===== src/rtl/risc16_pkg.sv =====
// risc16_pkg: shared definitions for the Risc16 single-cycle processor.
//   - opcode encodings (OP_LD .. OP_JMP)
//   - instruction field bit positions
//   - ALU operation enum
//   - sign-extension helper for the 6-bit offset field
package risc16_pkg;

  localparam int XLEN = 16;

  // Opcode encodings (instr[15:12]); 1010, 1110 and 1111 decode as NOP.
  localparam logic [3:0] OP_LD  = 4'b0000;
  localparam logic [3:0] OP_ST  = 4'b0001;
  localparam logic [3:0] OP_ADD = 4'b0010;
  localparam logic [3:0] OP_SUB = 4'b0011;
  localparam logic [3:0] OP_INV = 4'b0100;
  localparam logic [3:0] OP_LSL = 4'b0101;
  localparam logic [3:0] OP_LSR = 4'b0110;
  localparam logic [3:0] OP_AND = 4'b0111;
  localparam logic [3:0] OP_OR  = 4'b1000;
  localparam logic [3:0] OP_SLT = 4'b1001;
  localparam logic [3:0] OP_BEQ = 4'b1011;
  localparam logic [3:0] OP_BNE = 4'b1100;
  localparam logic [3:0] OP_JMP = 4'b1101;

  // Instruction field positions.
  localparam int OP_HI  = 15;
  localparam int OP_LO  = 12;
  localparam int RS1_HI = 11;
  localparam int RS1_LO = 9;
  localparam int RS2_HI = 8;
  localparam int RS2_LO = 6;
  localparam int RD_HI  = 5;
  localparam int RD_LO  = 3;
  localparam int OFF_HI = 5;
  localparam int OFF_LO = 0;
  localparam int JMP_HI = 11;
  localparam int JMP_LO = 0;

  typedef enum logic [2:0] {
    ALU_ADD = 3'd0,
    ALU_SUB = 3'd1,
    ALU_INV = 3'd2,
    ALU_LSL = 3'd3,
    ALU_LSR = 3'd4,
    ALU_AND = 3'd5,
    ALU_OR  = 3'd6,
    ALU_SLT = 3'd7
  } alu_op_e;

  function automatic logic [XLEN-1:0] sext6(input logic [5:0] off);
    return {{(XLEN-6){off[5]}}, off};
  endfunction

endpackage


===== src/rtl/risc16_alu.sv =====
// risc16_alu: purely combinational 16-bit ALU.
// Ports:
//   a, b    in  16  operands (b is the register or the sign-extended offset)
//   alu_op  in   3  operation select (alu_op_e)
//   result  out 16  operation result
//   zero    out  1  result == 0; with ALU_SUB this is the equality test for branches
module risc16_alu
  import risc16_pkg::*;
(
  input  logic [XLEN-1:0] a,
  input  logic [XLEN-1:0] b,
  input  alu_op_e         alu_op,
  output logic [XLEN-1:0] result,
  output logic            zero
);

  always_comb begin
    result = '0;
    case (alu_op)
      ALU_ADD: result = a + b;
      ALU_SUB: result = a - b;
      ALU_INV: result = ~a;
      // Shift amount is the full 16-bit operand: anything above 15 clears the word.
      ALU_LSL: result = (b > 16'd15) ? '0 : (a << b[3:0]);
      ALU_LSR: result = (b > 16'd15) ? '0 : (a >> b[3:0]);
      ALU_AND: result = a & b;
      ALU_OR:  result = a | b;
      ALU_SLT: result = (a < b) ? 16'd1 : 16'd0;
      default: result = '0;
    endcase
  end

  assign zero = (result == '0);

endmodule


===== src/rtl/risc16_cpu.sv =====
// risc16_cpu: single-cycle 16-bit RISC processor. Fetch, decode, execute,
// memory access and writeback all complete within one clock. Holds its own
// instruction ROM, data RAM and 8x16 register file; runs from clk/rst_n only.
// Ports:
//   clk         in   1  rising-edge clock
//   rst_n       in   1  asynchronous active-low reset (pc and registers to 0)
//   pc_o        out 16  current program counter (byte address)
//   instr_o     out 16  instruction executing this cycle
//   rf_we_o     out  1  register-file write enable this cycle
//   rf_waddr_o  out  3  register write address
//   rf_wdata_o  out 16  register write data
//   dm_we_o     out  1  data-memory write enable this cycle
module risc16_cpu
  import risc16_pkg::*;
#(
  parameter string IMEM_FILE  = "test.prog",
  parameter string DMEM_FILE  = "test.data",
  parameter int    IMEM_DEPTH = 16,
  parameter int    DMEM_DEPTH = 8
) (
  input  logic            clk,
  input  logic            rst_n,
  output logic [XLEN-1:0] pc_o,
  output logic [XLEN-1:0] instr_o,
  output logic            rf_we_o,
  output logic [2:0]      rf_waddr_o,
  output logic [XLEN-1:0] rf_wdata_o,
  output logic            dm_we_o
);

  logic [XLEN-1:0] imem [IMEM_DEPTH];
  logic [XLEN-1:0] dmem [DMEM_DEPTH];
  logic [XLEN-1:0] regs [8];

  logic [XLEN-1:0] pc, pc2, pc_next, br_target, jmp_target;
  logic [XLEN-1:0] instr, imm;
  logic [3:0]      op;
  logic [2:0]      rs1, rs2, rd;
  logic [XLEN-1:0] rs1_val, rs2_val, alu_b, alu_res, ld_data;
  logic            alu_zero;
  alu_op_e         alu_op;
  logic            use_imm;
  logic            rf_we, dm_we;
  logic [2:0]      rf_waddr;
  logic [XLEN-1:0] rf_wdata;

  // Fetch: pc is a byte address, so word index is pc[4:1] and wraps in 16 words.
  assign instr = imem[pc[4:1]];

  assign op  = instr[OP_HI:OP_LO];
  assign rs1 = instr[RS1_HI:RS1_LO];
  assign rs2 = instr[RS2_HI:RS2_LO];
  assign rd  = instr[RD_HI:RD_LO];
  assign imm = sext6(instr[OFF_HI:OFF_LO]);

  assign rs1_val = regs[rs1];
  assign rs2_val = regs[rs2];

  assign pc2        = pc + 16'd2;
  assign br_target  = pc2 + {imm[XLEN-2:0], 1'b0};
  assign jmp_target = {pc2[15:13], instr[JMP_HI:JMP_LO], 1'b0};

  // ALU control depends on the opcode only; kept apart from the writeback
  // and pc selection below so no combinational block reads its own output.
  always_comb begin
    alu_op  = ALU_ADD;
    use_imm = 1'b0;
    case (op)
      OP_LD, OP_ST:   use_imm = 1'b1;
      OP_SUB:         alu_op  = ALU_SUB;
      OP_INV:         alu_op  = ALU_INV;
      OP_LSL:         alu_op  = ALU_LSL;
      OP_LSR:         alu_op  = ALU_LSR;
      OP_AND:         alu_op  = ALU_AND;
      OP_OR:          alu_op  = ALU_OR;
      OP_SLT:         alu_op  = ALU_SLT;
      OP_BEQ, OP_BNE: alu_op  = ALU_SUB;
      default:        alu_op  = ALU_ADD;
    endcase
  end

  assign alu_b = use_imm ? imm : rs2_val;

  risc16_alu u_alu (
    .a      (rs1_val),
    .b      (alu_b),
    .alu_op (alu_op),
    .result (alu_res),
    .zero   (alu_zero)
  );

  // For LD/ST the ALU result is the effective address; only [2:0] selects a word.
  assign ld_data = dmem[alu_res[2:0]];

  // Writeback and next-pc selection. At most one of rf_we/dm_we is set.
  always_comb begin
    rf_we    = 1'b0;
    dm_we    = 1'b0;
    rf_waddr = rd;
    rf_wdata = alu_res;
    pc_next  = pc2;
    case (op)
      OP_LD: begin
        rf_we    = 1'b1;
        rf_waddr = rs2;
        rf_wdata = ld_data;
      end
      OP_ST: dm_we = 1'b1;
      OP_ADD, OP_SUB, OP_INV, OP_LSL, OP_LSR, OP_AND, OP_OR, OP_SLT: rf_we = 1'b1;
      OP_BEQ: if (alu_zero)  pc_next = br_target;
      OP_BNE: if (!alu_zero) pc_next = br_target;
      OP_JMP: pc_next = jmp_target;
      default: ;
    endcase
  end

  always_ff @(posedge clk or negedge rst_n) begin
    if (!rst_n) pc <= '0;
    else        pc <= pc_next;
  end

  always_ff @(posedge clk or negedge rst_n) begin
    if (!rst_n) begin
      for (int i = 0; i < 8; i++) regs[i] <= '0;
    end else if (rf_we) begin
      regs[rf_waddr] <= rf_wdata;
    end
  end

  // Data RAM is not cleared by reset, but an edge seen while reset is held
  // must not commit a store.
  always_ff @(posedge clk) begin
    if (rst_n && dm_we) dmem[alu_res[2:0]] <= rs2_val;
  end

  assign pc_o       = pc;
  assign instr_o    = instr;
  assign rf_we_o    = rf_we;
  assign rf_waddr_o = rf_waddr;
  assign rf_wdata_o = rf_wdata;
  assign dm_we_o    = dm_we;

endmodule


===== config.mk =====
export PLATFORM = sky130hd
export DESIGN_NAME = risc16_cpu
export DESIGN_NICKNAME = d
export VERILOG_FILES = /design/src/rtl/risc16_pkg.sv /design/src/rtl/risc16_alu.sv /design/src/rtl/risc16_cpu.sv
export SDC_FILE = /design/constraint.sdc
export NUM_CORES = 1
export LEC_CHECK = 0
export BUFFER_PORTS_ARGS = -buffer_cell sky130_fd_sc_hd__buf_2
export CAP_MARGIN = 15
export CORE_MARGIN = 2
export CORE_UTILIZATION = 35
export DETAILED_ROUTE_END_ITERATION = 8
export GPL_TIMING_DRIVEN = 0
export HOLD_SLACK_MARGIN = 0.06
export MAX_ROUTING_LAYER = met4
export PLACE_DENSITY = 0.66
export RECOVER_POWER = 100
export SLEW_MARGIN = 20
export SYNTH_ARGS = -nofsm -noshare
export SYNTH_HDL_FRONTEND = slang
export SYNTH_SLANG_ARGS = --single-unit

===== constraint.sdc =====
create_clock -name clk -period 1.6 [get_ports clk]
set_clock_uncertainty 0.05 [all_clocks]
set_input_delay 0.08 -clock clk [delete_from_list [all_inputs] [get_ports clk]]
set_output_delay 0.08 -clock clk [all_outputs]
set_load 0.05 [all_outputs]

Word-level counts from Yosys, hierarchy flattened
Memories as Yosys holds them, arrays and structs flattened. Index checks and enable logic that the tools add are counted.

$add $sub $neg: 4. Magnitude comparators: 6. Equal/unequal tests: 19. Shift-type cells: 2. Multiplexer cells: 25. Bitwise logic cells: 6. Reduce and logical (&&, ||, !) cells: 8.

Operator list (number): $mux W16 (11); $bwmux W128 (1); $pmux W16 S8 (1); $bmux W16 S3 (2); $demux W16 S3 (1); $pmux W16 S3 (1); $pmux W3 S7 (1); $eq A4 B4 Y1 const AB (5); $add A16 B16 Y16 (1); $add A16 B16 Y16 const B (1); $add A16 B2 Y16 const B (1); $and A16 B16 Y16 (1); $eq A4 B3 Y1 const AB (4); $gt A16 B4 Y1 const B (1); $logic_not A16 Y1 (1); $lt A16 B16 Y1 (1); $not A16 Y16 (1); $or A16 B16 Y16 (1); $shl A16 B4 Y16 (1); $shr A16 B4 Y16 (1); $sub A16 B16 Y16 (1); $eq A3 B3 Y1 const B (4); $ge A4 B4 Y1 const B (3); $reduce_or A9 Y1 (1); 14 further kinds (23).

Register bits: 144. Memory bits (writable): 128. Bits of input ports: 2. Output and inout port bits: 53. Logic and storage cells: 80. Memories: 1.

Memory list: dmem (words 8, width 16, rd ports 1, clocked after Yosys merged registers in 0, wr ports 1, line risc16_cpu.sv:32) `logic [XLEN-1:0] dmem [DMEM_DEPTH];`.

Logic depth before layout (Yosys ltp)
Depth after elaboration: 11. Mapped depth: 4. Depth with buffers taken out: 4.

By module
From an unflattened synthesis, not the netlist that was laid out.

Cells, all modules: 605. Area, all modules: 4684.5 um^2.

By module, submodules not included: risc16_alu (times used 1, cells an instance 526, area each 3863.7 um^2, seq. area each 0.0 um^2); risc16_cpu (times used 1, cells an instance 79, area each 820.8 um^2, seq. area each 375.4 um^2).

Least setup slack after synthesis
Ideal clock, no wire load.

Path kind: reg2reg. From: register pc[1], in the netlist pc_o[1]. To: register pc[15], in the netlist pc_o[15]. Setup time: 82 ps. Arrival: 1610 ps. Required time: 1468 ps. Path slack: -142 ps. Stages on the path, launching flop included: 5. Buffers on the path: 0. Clock period less this slack: 1742 ps. Cells stage by stage: dfrtp_1 -> ha_1 -> nand4_4 -> nor4_2 -> xor2_1.

Longest elaborated chain between the ends: 4. Elaborated cells on any way between the ends: 5. Those cells by class: add/sub (2); mux (3).

RTL lines: start, declared (line risc16_cpu.sv:35) `logic [XLEN-1:0] pc, pc2, pc_next, br_target, jmp_target;`; start signal, assigned (line risc16_cpu.sv:119) `else pc <= pc_next;`; $add A16 B2 Y16 * (line risc16_cpu.sv:59) `assign pc2 = pc + 16'd2;`; $add A16 B16 Y16 * (line risc16_cpu.sv:60) `assign br_target = pc2 + {imm[XLEN-2:0], 1'b0};`; net br_target[15] (line risc16_cpu.sv:35); $mux W16, on equally long branches (line risc16_cpu.sv:111, risc16_cpu.sv:110); $pmux W16 S3 * (line risc16_cpu.sv:102) `case (op)`.

The timed path passes the listed nets; every way through them passes the cells marked *. A chain may end at the register's enable or synchronous reset.

Worst setup path after layout
Ends and elaborated chain as after synthesis.

==> results.sh <==
export IMPL_r2r_start="pc_o[1]"
export IMPL_nNetsFinal=157
export IMPL_yosysUniqueCellTypes=15
export IMPL_dieArea_mm2=0.00312
export IMPL_p_per_area_mw_per_mm2=718
export IMPL_cts_max_level=1
export IMPL_hp_class="input port to asynchronous set/reset pin"
export IMPL_antenna_found_initial=0
export IMPL_reg2reg_depth=4
export IMPL_wl_um=1600
export IMPL_multi_input_area_um2=404
export IMPL_ant_nets=0
export IMPL_synthToLayoutAreaGrowth_pct=29.5
export IMPL_diodes=0
export IMPL_fin_tns_setup_ns=0
export IMPL_power_frac_seq_pct=43.3
export IMPL_ys_ff_latch=15
export IMPL_drive_above_1_share_pct=30.7
export IMPL_pwr_share_comb_pct=31.9
export IMPL_crit_start="pc_o[1]"
export IMPL_startpoint_type="flop"
export IMPL_largest_reg_flops=15
export IMPL_maxCapViolations=0
export IMPL_yosysSeqAreaShare_pct=39.9
export IMPL_layout_common_cells="38 x buf_4, 38 x conb_1, 15 x clkbuf_1, 13 x dfrtp_1, 8 x xor2_1"
export IMPL_seq_area_um2=378
export IMPL_worstMarginPinSlew_ns=0.787
export IMPL_intPower_w=0.000537
export IMPL_cts_sinks=15
export IMPL_yosys_warnings=0
export IMPL_clock_path_buffers=2
export IMPL_grt_pass1_wl_um=2590
export IMPL_switching_power_w=0.000337
export IMPL_n_fill_cell=268
export IMPL_switching_share_pct=38.6
export IMPL_syn_cell_area_um2=941
export IMPL_clkTransAtPathRegs_ns=0.10
export IMPL_status="finished clean"
export IMPL_crit_path_max_fanout=6
export IMPL_cts_buffers=3
export IMPL_placementRows=18
export IMPL_clock_latency_ns=0.28
export IMPL_grt_max_degree=16
export IMPL_gp_congestion=0.700
export IMPL_root_buffer="clkbuf_4"
export IMPL_setup_violations=0
export IMPL_overflow=0
export IMPL_max_freq_ghz=0.700
export IMPL_crit_path_end="pc_o[15]"
export IMPL_reg2reg_to="pc_o[15]"
export IMPL_syn_instance_count=95
export IMPL_post_drt_via_cell_ratio=3.55
export IMPL_slew_viol_final=0
export IMPL_first_pass_iters=1
export IMPL_arrival_ns=1.59
export IMPL_power_total_w=0.000874
export IMPL_pwr_share_clk_pct=24.8
export IMPL_finalCritPeriodShare_pct=89.2
export IMPL_first_global_vias=552
export IMPL_p_leak_nw=0.689
export IMPL_ir_drop_mv=0.336
export IMPL_endpoint_kind="flop"
export IMPL_rsz0062_at_grt="false"
export IMPL_wl_per_cell_um=8.73
export IMPL_track_usage_pct=10.8
export IMPL_cts_tree="done"
export IMPL_die_h_um=55.9
export IMPL_critPathRequiredTime_ns=1.76
export IMPL_fin_crit_ns=1.43
export IMPL_dp_hpwl_um=1260
export IMPL_relSlewSlack_pct=47.5
export IMPL_hold_viol=0
export IMPL_die_w_um=55.9
export IMPL_port_buffer_count=16
export IMPL_start_util_pct=37.3
export IMPL_coreArea_mm2=0.00252
export IMPL_reg2reg_slack_ns=0.17
export IMPL_syn_mean_instance_area_um2=9.90
export IMPL_drt_drc_violations_left=0
export IMPL_num_vias=649
export IMPL_drt_iter0_markers=0
export IMPL_ios=55
export IMPL_netlist_area_leader_share_pct=39.9
export IMPL_worst_setup_path_type="flop to flop"
export IMPL_synth_largest_area_cell="dfrtp_1"
export IMPL_yosys_top_cells_area="dfrtp_1 40%, buf_4 30%, xor2_1 7.4%, xnor2_1 4.7%, nand3_1 2.7%"
-- worst max-delay path, cell delays in order, from the launching register on --
cell	delay, ns
dfrtp_2	0.43
ha_1	0.26
nand4_4	0.15
nor4_2	0.31
xor2_1	0.16
-- stage by stage --
stage | cells | util [%] | hold WS [ns] | cell area [um2] | setup WS, ns
2_1_floorplan | 132 | - | -0.266 | 1080 | 0.0325
3_3_place_gp | 178 | 47.6 | -0.0549 | 1200 | 0.187
3_5_place_dp | 178 | 47.6 | -0.0485 | 1200 | 0.180
4_1_cts | 183 | 49.1 | 0.184 | 1240 | 0.147
5_1_grt | 183 | 48.3 | 0.422 | 1220 | 0.0663
6_report | 183 | 48.3 | 0.335 | 1220 | 0.172
-- cell families (layout without fill, tap and decap cells) --
| group | Yosys count | in the layout | synth area share (%) |
|---|---|---|---|
| buf+inv | 42 | 63 | 31.9 |
| other cells | 1 | 38 | 0.399 |
| fa+ha+maj | 1 | 1 | 1.33 |
| simple gates | 23 | 23 | 14.4 |
| flops | 15 | 15 | 39.9 |
| xor+xnor | 13 | 13 | 12.1 |
-- what timing repair did --
| item | 4_1_cts | 5_1_grt |
|---|---|---|
| endpoints found under the hold margin | 15 | 0 |
| gates resized for setup | 0 | 0 |
| setup buffers | 0 | 0 |
| hold buffers | 1 | 0 |
-- worst min-delay path by stage --
stage                           to  slack, ns  depth (start not counted)
after floorplan           pc_o[10]      -0.27                          0
after global placement     pc_o[7]      -0.05                          1
after detailed placement   pc_o[7]      -0.05                          1
after CTS                  pc_o[6]       0.18                          2
after global routing       pc_o[6]       0.42                          2
final                      pc_o[6]       0.34                          2
-- cells in the mapped netlist, drive strengths merged --
cell type,instances
buf,38
conb,1
dfrtp,15
ha,1
inv,4
nand2,4
nand3,5
nand4,4
nor2,3
nor3,5
nor4,2
xnor2,5
xor2,8
-- power by group through the flow --
stage / combinational [W] / sequential (W) / clock [W]
6_report: 0.000279 / 0.000379 / 0.000217
5_1_grt: 0.000291 / 0.000379 / 0.000238
4_1_cts: 0.000276 / 0.000379 / 0.000227
3_5_place_dp: 0.000274 / 0.000386 / 0
3_3_place_gp: 0.000274 / 0.000386 / 0
2_1_floorplan: 0.000266 / 0.000386 / 0
-- routing by layer --
metal / vias up / routed length [um] / share of wire [%] / GRT usage (%)
met3: 2 / 123 / 7.7 / 3.26
li1: 346 / - / - / -
met1: 278 / 660 / 41 / 13.2
met4: 0 / 6 / 0.38 / 4.08
met2: 23 / 807 / 51 / 17.0
met5: - / 0 / 0 / -
-- area by class of cell --
type / count / area share [%]
clock buffers: 3 / 1.85
inverters: 4 / 1.23
flip-flops and latches: 15 / 31.0
multi-input cells: 75 / 33.2
well taps: 30 / 3.08
plain buffers: 38 / 23.4
repair buffers: 17 / 5.85
clock inverters: 1 / 0.411
Power figures use the tool's default switching activity.
